===== src/rtl/pipe_buffer_chain.sv =====
// pipe_buffer_chain
//   Parametrised pipeline register chain between decode and write-back.
//   Each stage carries a valid bit, an opaque payload and a register-write
//   record (wr_en, wr_addr, wr_data). The hazard unit drives per-stage stall
//   and flush requests. A combinational lookup forwards the youngest
//   in-flight register write to each source port.
//
// Optional feature macro: PIPE_STATS_EN
//   When defined, adds the 32-bit wrapping counters stall_cycles and
//   bubble_cycles.
//
// Ports:
//   clk, rst_n              clock, asynchronous active-low reset
//   in_valid/in_ready       stage-0 handshake (in_ready = ~hold[0])
//   in_data, in_wr_*        entry presented to stage 0
//   stall_i, flush_i        per-stage hold / kill requests
//   stage_valid             valid bit of every stage
//   out_valid, out_data,
//   out_wr_en/addr/data     contents of the oldest stage (wr_en gated by valid)
//   src_addr                NUM_SRC packed lookup addresses
//   fwd_hit, fwd_data       per-port forwarding result (data 0 on miss)
//   stall_cycles,
//   bubble_cycles           statistics counters (PIPE_STATS_EN only)
module pipe_buffer_chain #(
  parameter int DATA_WIDTH = 64,
  parameter int RES_WIDTH  = 16,
  parameter int ADDR_WIDTH = 3,
  parameter int STAGES     = 3,
  parameter int NUM_SRC    = 2
) (
  input  logic                            clk,
  input  logic                            rst_n,
  input  logic                            in_valid,
  output logic                            in_ready,
  input  logic [DATA_WIDTH-1:0]           in_data,
  input  logic                            in_wr_en,
  input  logic [ADDR_WIDTH-1:0]           in_wr_addr,
  input  logic [RES_WIDTH-1:0]            in_wr_data,
  input  logic [STAGES-1:0]               stall_i,
  input  logic [STAGES-1:0]               flush_i,
  output logic [STAGES-1:0]               stage_valid,
  output logic                            out_valid,
  output logic [DATA_WIDTH-1:0]           out_data,
  output logic                            out_wr_en,
  output logic [ADDR_WIDTH-1:0]           out_wr_addr,
  output logic [RES_WIDTH-1:0]            out_wr_data,
  input  logic [NUM_SRC*ADDR_WIDTH-1:0]   src_addr,
  output logic [NUM_SRC-1:0]              fwd_hit,
  output logic [NUM_SRC*RES_WIDTH-1:0]    fwd_data
`ifdef PIPE_STATS_EN
  ,
  output logic [31:0]                     stall_cycles,
  output logic [31:0]                     bubble_cycles
`endif
);

  logic [STAGES-1:0]                 r_valid;
  logic [STAGES-1:0][DATA_WIDTH-1:0] r_data;
  logic [STAGES-1:0]                 r_wr_en;
  logic [STAGES-1:0][ADDR_WIDTH-1:0] r_wr_addr;
  logic [STAGES-1:0][RES_WIDTH-1:0]  r_wr_data;

  // w_hold[k]: some stage at or after k is stalled, so k cannot advance.
  // w_kill[k]: some stage at or after k is flushed, so k is discarded.
  logic [STAGES-1:0] w_hold;
  logic [STAGES-1:0] w_kill;

  assign w_hold[STAGES-1] = stall_i[STAGES-1];
  assign w_kill[STAGES-1] = flush_i[STAGES-1];

  genvar gi;
  generate
    for (gi = 0; gi < STAGES - 1; gi++) begin : g_suffix_or
      assign w_hold[gi] = stall_i[gi] | w_hold[gi+1];
      assign w_kill[gi] = flush_i[gi] | w_kill[gi+1];
    end
  endgenerate

  assign in_ready = ~w_hold[0];

  // Stage registers. Payload fields hold on flush; they are ignored while
  // the stage is invalid.
  generate
    for (gi = 0; gi < STAGES; gi++) begin : g_stage
      always_ff @(posedge clk or negedge rst_n) begin
        if (!rst_n) begin
          r_valid[gi]   <= 1'b0;
          r_data[gi]    <= '0;
          r_wr_en[gi]   <= 1'b0;
          r_wr_addr[gi] <= '0;
          r_wr_data[gi] <= '0;
        end else if (w_kill[gi]) begin
          r_valid[gi] <= 1'b0;
        end else if (w_hold[gi]) begin
          r_valid[gi] <= r_valid[gi];
        end else if (gi == 0) begin
          r_valid[gi]   <= in_valid & in_ready;
          r_data[gi]    <= in_data;
          r_wr_en[gi]   <= in_wr_en;
          r_wr_addr[gi] <= in_wr_addr;
          r_wr_data[gi] <= in_wr_data;
        end else if (w_hold[(gi == 0) ? 0 : gi-1]) begin
          // Upstream is frozen while this stage drains: insert a bubble.
          r_valid[gi] <= 1'b0;
        end else begin
          r_valid[gi]   <= r_valid[(gi == 0) ? 0 : gi-1];
          r_data[gi]    <= r_data[(gi == 0) ? 0 : gi-1];
          r_wr_en[gi]   <= r_wr_en[(gi == 0) ? 0 : gi-1];
          r_wr_addr[gi] <= r_wr_addr[(gi == 0) ? 0 : gi-1];
          r_wr_data[gi] <= r_wr_data[(gi == 0) ? 0 : gi-1];
        end
      end
    end
  endgenerate

  assign stage_valid = r_valid;
  assign out_valid   = r_valid[STAGES-1];
  assign out_data    = r_data[STAGES-1];
  assign out_wr_en   = r_valid[STAGES-1] & r_wr_en[STAGES-1];
  assign out_wr_addr = r_wr_addr[STAGES-1];
  assign out_wr_data = r_wr_data[STAGES-1];

  // Forwarding: scan oldest to youngest so a younger match overwrites an
  // older one, leaving the youngest writer as the result.
  generate
    for (gi = 0; gi < NUM_SRC; gi++) begin : g_fwd
      logic                 w_hit;
      logic [RES_WIDTH-1:0] w_data;
      always_comb begin
        w_hit  = 1'b0;
        w_data = '0;
        for (int k = STAGES - 1; k >= 0; k--) begin
          if (r_valid[k] && r_wr_en[k] &&
              (r_wr_addr[k] == src_addr[gi*ADDR_WIDTH +: ADDR_WIDTH])) begin
            w_hit  = 1'b1;
            w_data = r_wr_data[k];
          end
        end
      end
      assign fwd_hit[gi] = w_hit;
      assign fwd_data[gi*RES_WIDTH +: RES_WIDTH] = w_data;
    end
  endgenerate

`ifdef PIPE_STATS_EN
  logic [31:0] r_stall_cycles;
  logic [31:0] r_bubble_cycles;

  always_ff @(posedge clk or negedge rst_n) begin
    if (!rst_n) begin
      r_stall_cycles  <= '0;
      r_bubble_cycles <= '0;
    end else begin
      if (w_hold[0])
        r_stall_cycles <= r_stall_cycles + 32'd1;
      if (!r_valid[STAGES-1])
        r_bubble_cycles <= r_bubble_cycles + 32'd1;
    end
  end

  assign stall_cycles  = r_stall_cycles;
  assign bubble_cycles = r_bubble_cycles;
`endif

endmodule


===== config.mk =====
export PLATFORM = sky130hd
export DESIGN_NAME = pipe_buffer_chain
export DESIGN_NICKNAME = d
export VERILOG_FILES = /design/src/rtl/pipe_buffer_chain.sv
export SDC_FILE = /design/constraint.sdc
export NUM_CORES = 1
export LEC_CHECK = 0
export CELL_PAD_IN_SITES_DETAIL_PLACEMENT = 1
export CELL_PAD_IN_SITES_GLOBAL_PLACEMENT = 1
export CORE_MARGIN = 2
export CORE_UTILIZATION = 42
export DETAILED_ROUTE_END_ITERATION = 10
export GPL_ROUTABILITY_DRIVEN = 0
export HOLD_SLACK_MARGIN = 0.05
export PLACE_DENSITY = 0.92
export SLEW_MARGIN = 20
export SYNTH_ARGS = -nofsm -noshare
export SYNTH_HDL_FRONTEND = slang
export SYNTH_SLANG_ARGS = --single-unit
export TNS_END_PERCENT = 20

===== constraint.sdc =====
create_clock -name clk -period 2.1 [get_ports clk]
set_input_delay 0.21 -clock clk [delete_from_list [all_inputs] [get_ports clk]]
set_output_delay 0.21 -clock clk [all_outputs]
set_load 0.02 [all_outputs]

==> summary.md, run 1 <==
| Metric | Value |
|---|---|
| Status | finished, violations left |
| Failing checks | setup timing |
| Layout cells sized above 1 | 42.49% |
| Vias in the first global route | 8,108 |
| Post-synthesis compound-gate area fraction | 1.961% |
| Combinational power share | 19.5% |
| Worst stage delay on the critical path | 530 ps |
| Final setup violation count | 34 |
| Switching portion of total power | 27.08% |
| Worst r2r src | stage_valid[0] |
| Multiplexer area fraction after synthesis | 25.65% |
| Startpoint types | flip-flop |
| Met2 wire length | 15,820 um |
| CP required | 1890 ps |
| Worst-case reg-to-reg path depth | 3 |
| Simple-gate share of the synthesized area | 5.184% |
| Syn Area/Cell | 13.71 sq um |
| Synth Net Count | 909 |
| Synth cell types | 28 |
| Crit path arrival time | 2250 ps |
| Post-synthesis sequential area ratio | 57.48% |
| Post-Layout Cell Count | 1,340 |
| Most frequent cells in the layout | dfrtp_1 (255), mux2_2 (252), clkdlybuf4s50_1 (185) |
| Fin. Hold Viols | 0 |
| Die Y-Extent | 166.6 um |
| Clk pwr share | 34.5% |
| Area delta synth->final | 30.31% |
| Die width | 166.6 um |
| RSZ-0062 raised after global routing | yes |
| Hold WS | 235.2 ps |
| Most common cell after layout, fill and taps aside | dfrtp_1 |
| Nets | 1,082 |
| Post-layout util | 55.67% |
| Register share of total power | 46.1% |
| # clock sinks | 255 |
| Gr ovfl total | 0 |
| DRC violations left | 0 |
| Synth Area in Adders | 0% |
| Fmax | 406.6 MHz |
| Site Rows | 59 |
| CTS Buffer Depth | 3 |
| R2R Path End | stage_valid[1] |
| Iter 0 DRT Violations | 409 |
| Starting Density | 42.72% |
| Post-route ant nets | 0 |
| Final slew viol count | 0 |
| DR WL/cell | 22.21 um |
| Number of inserted diodes | 0 |
| Buf/Inv on CP | 2 |
| # IOs | 222 |
| Period utilisation layout | 117.1% |
| Endpoint class of the critical path | output port |
| P_leak | 0.006659 uW |
| Worst-Skew Late Latency | 540 ps |
| Final wirelength | 29,760 um |
| Worst Max-Slew Pin Slew | 570.8 ps |
| CP max FO | 33 |
| Maximum VDD drop | 0.7518 mV |
| Total track usage | 21.46% |
| DPL Wire Length | 20,100 um |
| Die area | 27,750 sq um |
| CTS tree | built |
| Total net switching power | 3892 uW |
| Crit path cell chain | xor2_1, or4_4, buf_12, nor2_1, a31oi_2, buf_4 |
| Internal power | 10,480 uW |
| Syn Inst Count | 810 |
| Vias per Instance | 5.240 |
| Worst setup margin | -359.3 ps |
| Worst reg2reg setup slack | 690 ps |
| CP Class | reg2out |
| First-pass GRT wire length | 47,040 um |
| Initial antenna violation count | 2 |
| Via count | 7,021 |
| Dpl cells | 1,285 |
| Core area | 25,980 sq um |
| CP top delay family | simple AND/OR/NAND/NOR gates |
| P per Cell Area | 993.6 nW/um^2 |
| HP Class | in2async |
| Worst clock skew | 19.93 ps |
| Port Buffer Count | 221 |
| DR top layer | met5 |
| Synth Area in XOR/XNOR | 1.420% |
| Num CTS Buffers | 29 |
| Largest family of logic cells by synthesized area | multiplexers |
| Pin count of the biggest net entering global routing | 85 |
| Post-Syn Area | 11,100 sq um |
| Slew HR | 61.94% |
| Max Cap Viol | 0 |
| Clk slew on worst S/H paths | 60 ps |
| H-tree levels | 1 |
| Met3 routed WL | 1942 um |
| First drt pass iteration count | 6 |
| Slowest-stage cell, CP | or4_4 |
| Setup TNS | -11,050 ps |
| Synth warn | 0 |
| Root Buffer | clkbuf_16 |
| FF+latch count, synth | 255 |
| Minimum clock period | 2459 ps |
| M1 wire length | 11,300 um |
==> power groups by stage <==
stage | combinational, uW | sequential (uW) | clock [uW]
floorplan | 1960 | 6390 | 0
finish | 2800 | 6620 | 4950
detailed placement | 2800 | 6670 | 0
CTS | 2830 | 6610 | 5090
global route | 2980 | 6750 | 5280
global placement | 2640 | 6560 | 0
==> registers in the layout, summed over array words and instances, names as in the netlist <==
name and count:
r_wr_addr 6, stage_valid 2, out_wr_data 16, out_data 64
out_valid 1, r_wr_data 32, r_data 128, out_wr_addr 3
r_wr_en 3
==> through the flow <==
| stage | power (uW) | area, sq um | setup slack [ps] |
|---|---|---|---|
| 2_1_floorplan | 8347 | 11100 | 39.38 |
| 3_3_place_gp | 9202 | 13430 | -576.3 |
| 3_5_place_dp | 9466 | 13430 | -642.8 |
| 4_1_cts | 14530 | 14360 | -384.9 |
| 5_1_grt | 15010 | 14470 | -465.2 |
| 6_report | 14370 | 14470 | -359.3 |
==> Yosys cell counts, drive strengths merged <==
cell	count	area share, %
a21boi	1	0.068
a21oi	1	0.045
and4	2	0.16
nor3b	1	0.068
nand4	2	0.11
clkbuf	4	0.14
nor2	35	1.2
o21ai	1	0.045
or4b	1	0.090
mux2i	1	0.090
nor3	2	0.19
nor4	3	0.44
dfrtp	255	57
xor2	12	0.95
nand3	33	1.5
inv	2	0.068
nand2	35	1.2
and2	1	0.056
xnor2	6	0.47
or4	2	0.14
a31oi	32	1.8
or3b	1	0.079
buf	125	8.1
mux2	252	26
==> layer usage <==
| layer | GRT usage [%] | vias up |
|---|---|---|
| met5 | 0 | - |
| met3 | 5.656 | 56 |
| met1 | 25.11 | 3648 |
| li1 | - | 3089 |
| met2 | 38.93 | 224 |
| met4 | 5.810 | 4 |
==> worst max path at each step <==
| stage | start | to | slack (ps) | cells past startpoint |
|---|---|---|---|---|
| 6_report | r_wr_addr[2] | fwd_data[23] | -360 | 6 |
| 5_1_grt | r_wr_addr[2] | fwd_data[23] | -470 | 6 |
| 4_1_cts | r_wr_addr[2] | fwd_data[17] | -380 | 6 |
| 3_5_place_dp | src_addr[0] | fwd_data[0] | -640 | 8 |
| 3_3_place_gp | src_addr[2] | fwd_data[11] | -580 | 6 |
| 2_1_floorplan | out_valid | fwd_data[21] | 40 | 5 |
==> kinds of logic (layout without fill, tap and decap cells) <==
logic type	Yosys count	in the layout
multiplexers	253	253
AND/OR/NAND/NOR	118	118
XOR/XNOR	18	18
flip-flops	255	255
buffers and inverters	131	326
AO/OA/AOI/OAI	35	35
==> layout make-up <==
cell class	count	area [sq um]
tap	335	419.2
fill	2516	11520
timing repair buffer	271	2716
sequential	255	6381
multi-input combinational	424	3989
clock buffer	44	872.1
inverter	2	7.507
clock inverter	9	81.33
==> repair_timing <==
| action | in CTS | in global routing |
|---|---|---|
| pin swaps | 1 | 0 |
| buffers inserted | 0 | 1 |
| hold buffers | 1 | 0 |
| resized for setup | 207 | 26 |
| endpoints found under the hold margin | 63 | 0 |
| setup endpoints to repair | 35 | 34 |
No activity file was read; power rests on OpenSTA's default activity.
==> inputs of run 2 (changes only) <==
==> constraint.sdc (replaced) <==
create_clock -name clk -period 2.56 [get_ports clk]
set_input_delay 0.256 -clock clk [delete_from_list [all_inputs] [get_ports clk]]
set_output_delay 0.256 -clock clk [all_outputs]
set_load 0.02 [all_outputs]
==> run 2 against run 1 <==
Non-clock buffer count shrank 12. Register-to-register slack improved by 480 ps. The flow still finishes with violations (setup timing). Sequential power is 18% lower. Clock power shrank 11%. Power fell by 16%. Hold slack improved by 47 ps. Sequential cell count is the same. Count of clock-buffer cells in the layout decreased by 6. Routed wire length fell by 3.1%. Setup slack better by 340 ps. Highest routed layer unchanged.
==> summary.md, run 2 (synthesis gave the netlist of run 1 again) <==
| Metric | Value |
|---|---|
| Status | finished, violations left (unchanged) |
| Failing checks | setup timing (unchanged) |
| Total track usage | 20.40% (was 21.46%) |
| Iter 0 DRT Violations | 381 (was 409) |
| Die area | 27,750 sq um (unchanged) |
| Vias per Instance | 5.314 (was 5.240) |
| Num CTS Buffers | 28 (was 29) |
| Period utilisation layout | 100.7% |
| P per Cell Area | 836.2 nW/um^2 (was 993.6 nW/um^2) |
| HP Class | in2async (unchanged) |
| Area occupied by multi-input gates | 3976 sq um (was 3989 sq um) |
| Initial antenna violation count | 2 (unchanged) |
| Max Cap Viol | 0 (unchanged) |
| Die Y-Extent | 166.6 um (unchanged) |
| Vias in the first global route | 7,919 (was 8,108) |
| Slew HR | 63.53% (was 61.94%) |
| Crit path arrival time | 2320 ps (was 2250 ps) |
| Port Buffer Count | 221 (unchanged) |
| Gr ovfl total | 0 (unchanged) |
| Starting Density | 42.72% (unchanged) |
| Final slew viol count | 0 (unchanged) |
| Layout cells sized above 1 | 40.67% (was 42.49%) |
| Post-route ant nets | 0 (unchanged) |
| Root Buffer | clkbuf_16 (unchanged) |
| Most frequent cells in the layout | dfrtp_1 (255), mux2_2 (252), clkdlybuf4s50_1 (186) (was dfrtp_1 (255), mux2_2 (252), clkdlybuf4s50_1 (185)) |
| Area delta synth->final | 29.92% (was 30.31%) |
| Final wirelength | 28,830 um (was 29,760 um) |
| Worst Max-Slew Pin Slew | 547.0 ps (was 570.8 ps) |
| DPL Wire Length | 18,370 um (was 20,100 um) |
| First-pass GRT wire length | 45,210 um (was 47,040 um) |
| Fmax | 387.9 MHz |
| Post-DP Area | 13,240 sq um (was 13,430 sq um) |
| Final instance area | 14,420 sq um (was 14,470 sq um) |
| Post-Layout Cell Count | 1,326 (was 1,340) |
| P_leak | 0.006628 uW (was 0.006659 uW) |
| Crit path cell chain | buf_6, xor2_1, or4_4, buf_12, nor2_1, a31oi_1, buf_2 (was xor2_1, or4_4, buf_12, nor2_1, a31oi_2, buf_4) |
| CP max FO | 17 (was 33) |
| Startpoint types | flip-flop (unchanged) |
| H-tree levels | 1 (unchanged) |
| Register area | 6381 sq um (unchanged) |
| Die width | 166.6 um (unchanged) |
| RSZ-0062 raised after global routing | yes (unchanged) |
| DRC violations left | 0 (unchanged) |
| Maximum VDD drop | 0.5663 mV (was 0.7518 mV) |
| Largest register FFs | 128 (unchanged) |
| Nets | 1,069 (was 1,082) |
| Core area | 25,980 sq um (unchanged) |
| DR WL/cell | 21.74 um (was 22.21 um) |
| Buf/Inv on CP | 3 (was 2) |
| Worst stage delay on the critical path | 490 ps (was 530 ps) |
| First drt pass iteration count | 4 (was 6) |
| CP Class | reg2out (unchanged) |
| Largest Register | r_data (unchanged) |
| Minimum clock period | 2578 ps |
| # IOs | 222 (unchanged) |
| Site Rows | 59 (unchanged) |
| Number of inserted diodes | 0 (unchanged) |
| Clk slew on worst S/H paths | 60 ps (about the same) |
| Worst setup margin | -17.69 ps (was -359.3 ps) |
| Final setup violation count | 1 (was 34) |
| Slowest-stage cell, CP | or4_4 (unchanged) |
| Worst-Skew Late Latency | 530 ps (was 540 ps) |
| Endpoint class of the critical path | output port (unchanged) |
| Worst clock skew | 9.509 ps (was 19.93 ps) |
| Most common cell after layout, fill and taps aside | dfrtp_1 (unchanged) |
| # clock sinks | 255 (unchanged) |
| Pin count of the biggest net entering global routing | 85 (unchanged) |
| CP required | 2300 ps (was 1890 ps) |
| Via count | 7,046 (was 7,021) |
| Fin. Hold Viols | 0 (unchanged) |
| CTS tree | built (unchanged) |
| FILL cells | 2,470 (was 2,516) |
| Dpl cells | 1,265 (was 1,285) |
| CTS Buffer Depth | 3 (unchanged) |
| CP top delay family | simple AND/OR/NAND/NOR gates (unchanged) |
run 2: layer usage:
metal / track usage, % / share of wire, % / wire, um / vias up
li1: - / - / - / 3062
met1: 24.21 / 39 / 11200 / 3679
met2: 36.78 / 52 / 14930 / 249
met3: 5.656 / 7.3 / 2100 / 52
met4: 4.723 / 2.0 / 569 / 4
met5: 0 / 0.097 / 28 / -
run 2: power breakdown:
| part | switching (uW) | internal, uW |
|---|---|---|
| logic | 933 | 1290 |
| clock network | 1630 | 2790 |
| registers | 580 | 4840 |
run 2: path summary, 6_finish.rpt:
path	depth (start not counted)	slack [ps]	from	to
min reg2reg	1	500	r_data[56]	r_data[56]
max in group asynchronous	3	1480	rst_n	r_data[19]
min	2	280	rst_n	out_data[59]
max reg2reg	3	1170	stage_valid[0]	stage_valid[1]
min in group clk	2	310	flush_i[1]	stage_valid[0]
max	7	-20	r_wr_addr[2]	fwd_data[24]
run 2: final cells by class:
type                    count  share of cell area (%)
flip-flops and latches    255                   44.24
multi-input cells         424                   27.57
repair buffers            259                   18.06
clock buffers              38                   5.534
well taps                 335                   2.906
clock inverters            13                   1.639
inverters                   2                 0.05205
run 2: what timing repair did:
action,CTS,global route
pin swaps,2,1
setup endpoints to repair,34,30
endpoints found under the hold margin,63,0
hold buffers,1,0
resized for setup,180,36
cloned,2,0
setup buffers,4,3
run 2: metrics by stage:
step	setup slack, ps	TNS [ps]	hold WS, ps	power [uW]	util, %
2_1_floorplan	453.4	0	-39.59	6847	-
3_3_place_gp	-200.2	-4398	261.6	7483	50.96
3_5_place_dp	-303.6	-6082	262.7	7651	50.96
4_1_cts	-71.24	-267.6	286.5	12190	55.11
5_1_grt	-73.33	-777.5	294.6	12600	55.51
6_report	-17.69	-17.69	282.2	12060	55.51
==> inputs of run 3 (changes only) <==
--- a/config.mk
+++ b/config.mk
@@ -9,8 +9,10 @@
 export CELL_PAD_IN_SITES_GLOBAL_PLACEMENT = 1
 export CORE_MARGIN = 2
 export CORE_UTILIZATION = 42
+export CTS_BUF_LIST = sky130_fd_sc_hd__clkbuf_16
 export DETAILED_ROUTE_END_ITERATION = 10
 export GPL_ROUTABILITY_DRIVEN = 0
+export GPL_TIMING_DRIVEN = 1
 export HOLD_SLACK_MARGIN = 0.05
 export PLACE_DENSITY = 0.92
 export SLEW_MARGIN = 20
==> run 3 against run 2 <==
Count of clock-buffer cells in the layout is 10 lower. The run still ends with setup timing left. Register-to-register slack hardly changed. Sequential cell count stayed put. Sequential power hardly changed. Utilization is 0.20 points lower. Largest cell class unchanged. Critical path type unchanged. Cell count stayed put. Maximum frequency is 0.85% lower.
==> summary.md, run 3 (synthesis gave the netlist of run 1 again) <==
| Metric | Value |
|---|---|
| Status | finished, violations left (unchanged) |
| Failing checks | setup timing (unchanged) |
| Clk slew on worst S/H paths | 60 ps (about the same) |
| Maximum VDD drop | 0.5068 mV (was 0.5663 mV) |
| # clock sinks | 255 (unchanged) |
| Gr ovfl total | 0 (unchanged) |
| Minimum clock period | 2600 ps (was 2578 ps) |
| Die area | 27,750 sq um (unchanged) |
| Via count | 7,083 (was 7,046) |
| Period utilisation layout | 101.6% (was 100.7%) |
| Endpoint class of the critical path | output port (unchanged) |
| Nets | 1,069 (unchanged) |
| Initial antenna violation count | 2 (unchanged) |
| Fmax | 384.6 MHz (was 387.9 MHz) |
| FILL cells | 2,475 (was 2,470) |
| Final instance area | 14,370 sq um (was 14,420 sq um) |
| Max Cap Viol | 0 (unchanged) |
| Post-route ant nets | 0 (unchanged) |
| Number of inserted diodes | 0 (unchanged) |
| Worst r2r src | stage_valid[0] (unchanged) |
| Final setup violation count | 4 (was 1) |
| CP endpoint | fwd_data[24] (unchanged) |
| Post-DP Area | 13,240 sq um (unchanged) |
| First-pass GRT wire length | 45,440 um (was 45,210 um) |
| DPL Wire Length | 18,370 um (unchanged) |
| Total track usage | 20.62% (was 20.40%) |
| Worst-Skew Late Latency | 540 ps (was 530 ps) |
| H-tree levels | 1 (unchanged) |
| First drt pass iteration count | 6 (was 4) |
| Worst-case reg-to-reg path depth | 3 (unchanged) |
| CTS tree | built (unchanged) |
| RSZ-0062 raised after global routing | yes (unchanged) |
| Die Y-Extent | 166.6 um (unchanged) |
| Worst Max-Slew Pin Slew | 558.5 ps (was 547.0 ps) |
| Startpoint types | flip-flop (unchanged) |
| Worst setup margin | -39.82 ps (was -17.69 ps) |
| Most common cell after layout, fill and taps aside | dfrtp_1 (unchanged) |
| Iter 0 DRT Violations | 375 (was 381) |
| CP Class | reg2out (unchanged) |
| Fin. Hold Viols | 0 (unchanged) |
| Slew HR | 62.76% (was 63.53%) |
| P_leak | 0.006611 uW (was 0.006628 uW) |
| Site Rows | 59 (unchanged) |
| R2R Path End | stage_valid[1] (unchanged) |
| Pin count of the biggest net entering global routing | 85 (unchanged) |
| Worst reg2reg setup slack | 1180 ps (was 1170 ps) |
| CP required | 2300 ps (about the same) |
| Crit path arrival time | 2340 ps (was 2320 ps) |
| Area delta synth->final | 29.46% (was 29.92%) |
| CP max FO | 17 (unchanged) |
| P per Cell Area | 827.0 nW/um^2 (was 836.2 nW/um^2) |
| HP Class | in2async (unchanged) |
| Final slew viol count | 0 (unchanged) |
| Num CTS Buffers | 28 (unchanged) |
| Port Buffer Count | 221 (unchanged) |
| Final wirelength | 29,200 um (was 28,830 um) |
| Vias in the first global route | 7,911 (was 7,919) |
| Root Buffer | clkbuf_16 (unchanged) |
| CTS Buffer Depth | 3 (unchanged) |
| Pwr Total | 11,890 uW (was 12,060 uW) |
| Largest register FFs | 128 (unchanged) |
| Layout cells sized above 1 | 40.16% (was 40.67%) |
| Vias per Instance | 5.342 (was 5.314) |
| Most frequent cells in the layout | dfrtp_1 (255), mux2_2 (252), clkdlybuf4s50_1 (186) (unchanged) |
| Core area | 25,980 sq um (unchanged) |
| DR WL/cell | 22.02 um (was 21.74 um) |
| Starting Density | 42.72% (unchanged) |
| Worst clock skew | 12.76 ps (was 9.509 ps) |
| Die width | 166.6 um (unchanged) |
| Largest Register | r_data (unchanged) |
| DRC violations left | 0 (unchanged) |
| Worst setup path start | r_wr_addr[2] (unchanged) |
| # IOs | 222 (unchanged) |
run 3: worst min-delay path by stage:
| stage | from | to | slack [ps] | depth (start not counted) |
|---|---|---|---|---|
| 3_5_place_dp | rst_n | r_data[61] | 260 | 1 |
| 5_1_grt | flush_i[1] | stage_valid[0] | 290 | 2 |
| 6_report | rst_n | r_data[126] | 270 | 2 |
| 3_3_place_gp | rst_n | r_data[61] | 260 | 1 |
| 4_1_cts | rst_n | r_data[55] | 290 | 2 |
| 2_1_floorplan | rst_n | out_data[0] | -40 | 0 |
run 3: cell type report:
class                   count  area (sq um)  share of cell area [%]
flip-flops and latches    255          6381                   44.40
inverters                   2         7.507                 0.05223
multi-input cells         424          3983                   27.71
well taps                 335         419.2                   2.916
repair buffers            259          2608                   18.14
clock inverters            23         274.0                   1.907
clock buffers              28         700.7                   4.875
run 3: stage by stage:
stage	worst slack, ps	util, %	cells	setup TNS [ps]	hold WS (ps)
floorplan	453.4	-	810	0	-39.59
global placement	-200.2	50.96	1265	-4398	261.6
detailed placement	-303.6	50.96	1265	-6082	262.7
CTS	-73.98	54.88	1323	-278.5	285.3
global route	-82.45	55.31	1326	-830.7	294.2
finish	-39.82	55.31	1326	-68.46	268.9
run 3: critical path: stages, from the launching register on:
cell     delay (ps)
dfrtp_1         430
buf_6           140
xor2_1          150
or4_4           490
buf_12          190
nor2_1          160
a31oi_1          80
buf_2           170
run 3: per-layer routing:
layer	global-route usage, %	part of all wire, %	wire length, um
met1	24.29	39	11330
met2	37.23	51	15030
met3	5.894	7.5	2204
met4	4.835	2.1	611
met5	0	0.096	28
run 3: repair_timing:
item                       CTS  global route
buffers inserted             4             3
hold endpoints to repair    63             0
gates resized for setup    180            38
hold buffers                 1             0
pin swaps                    2             1
setup endpoints to repair   34            30
gates cloned                 2             0
run 3: power breakdown:
part	switching, uW	internal [uW]
clock network	1640	2590
registers	588	4840
logic	940	1290
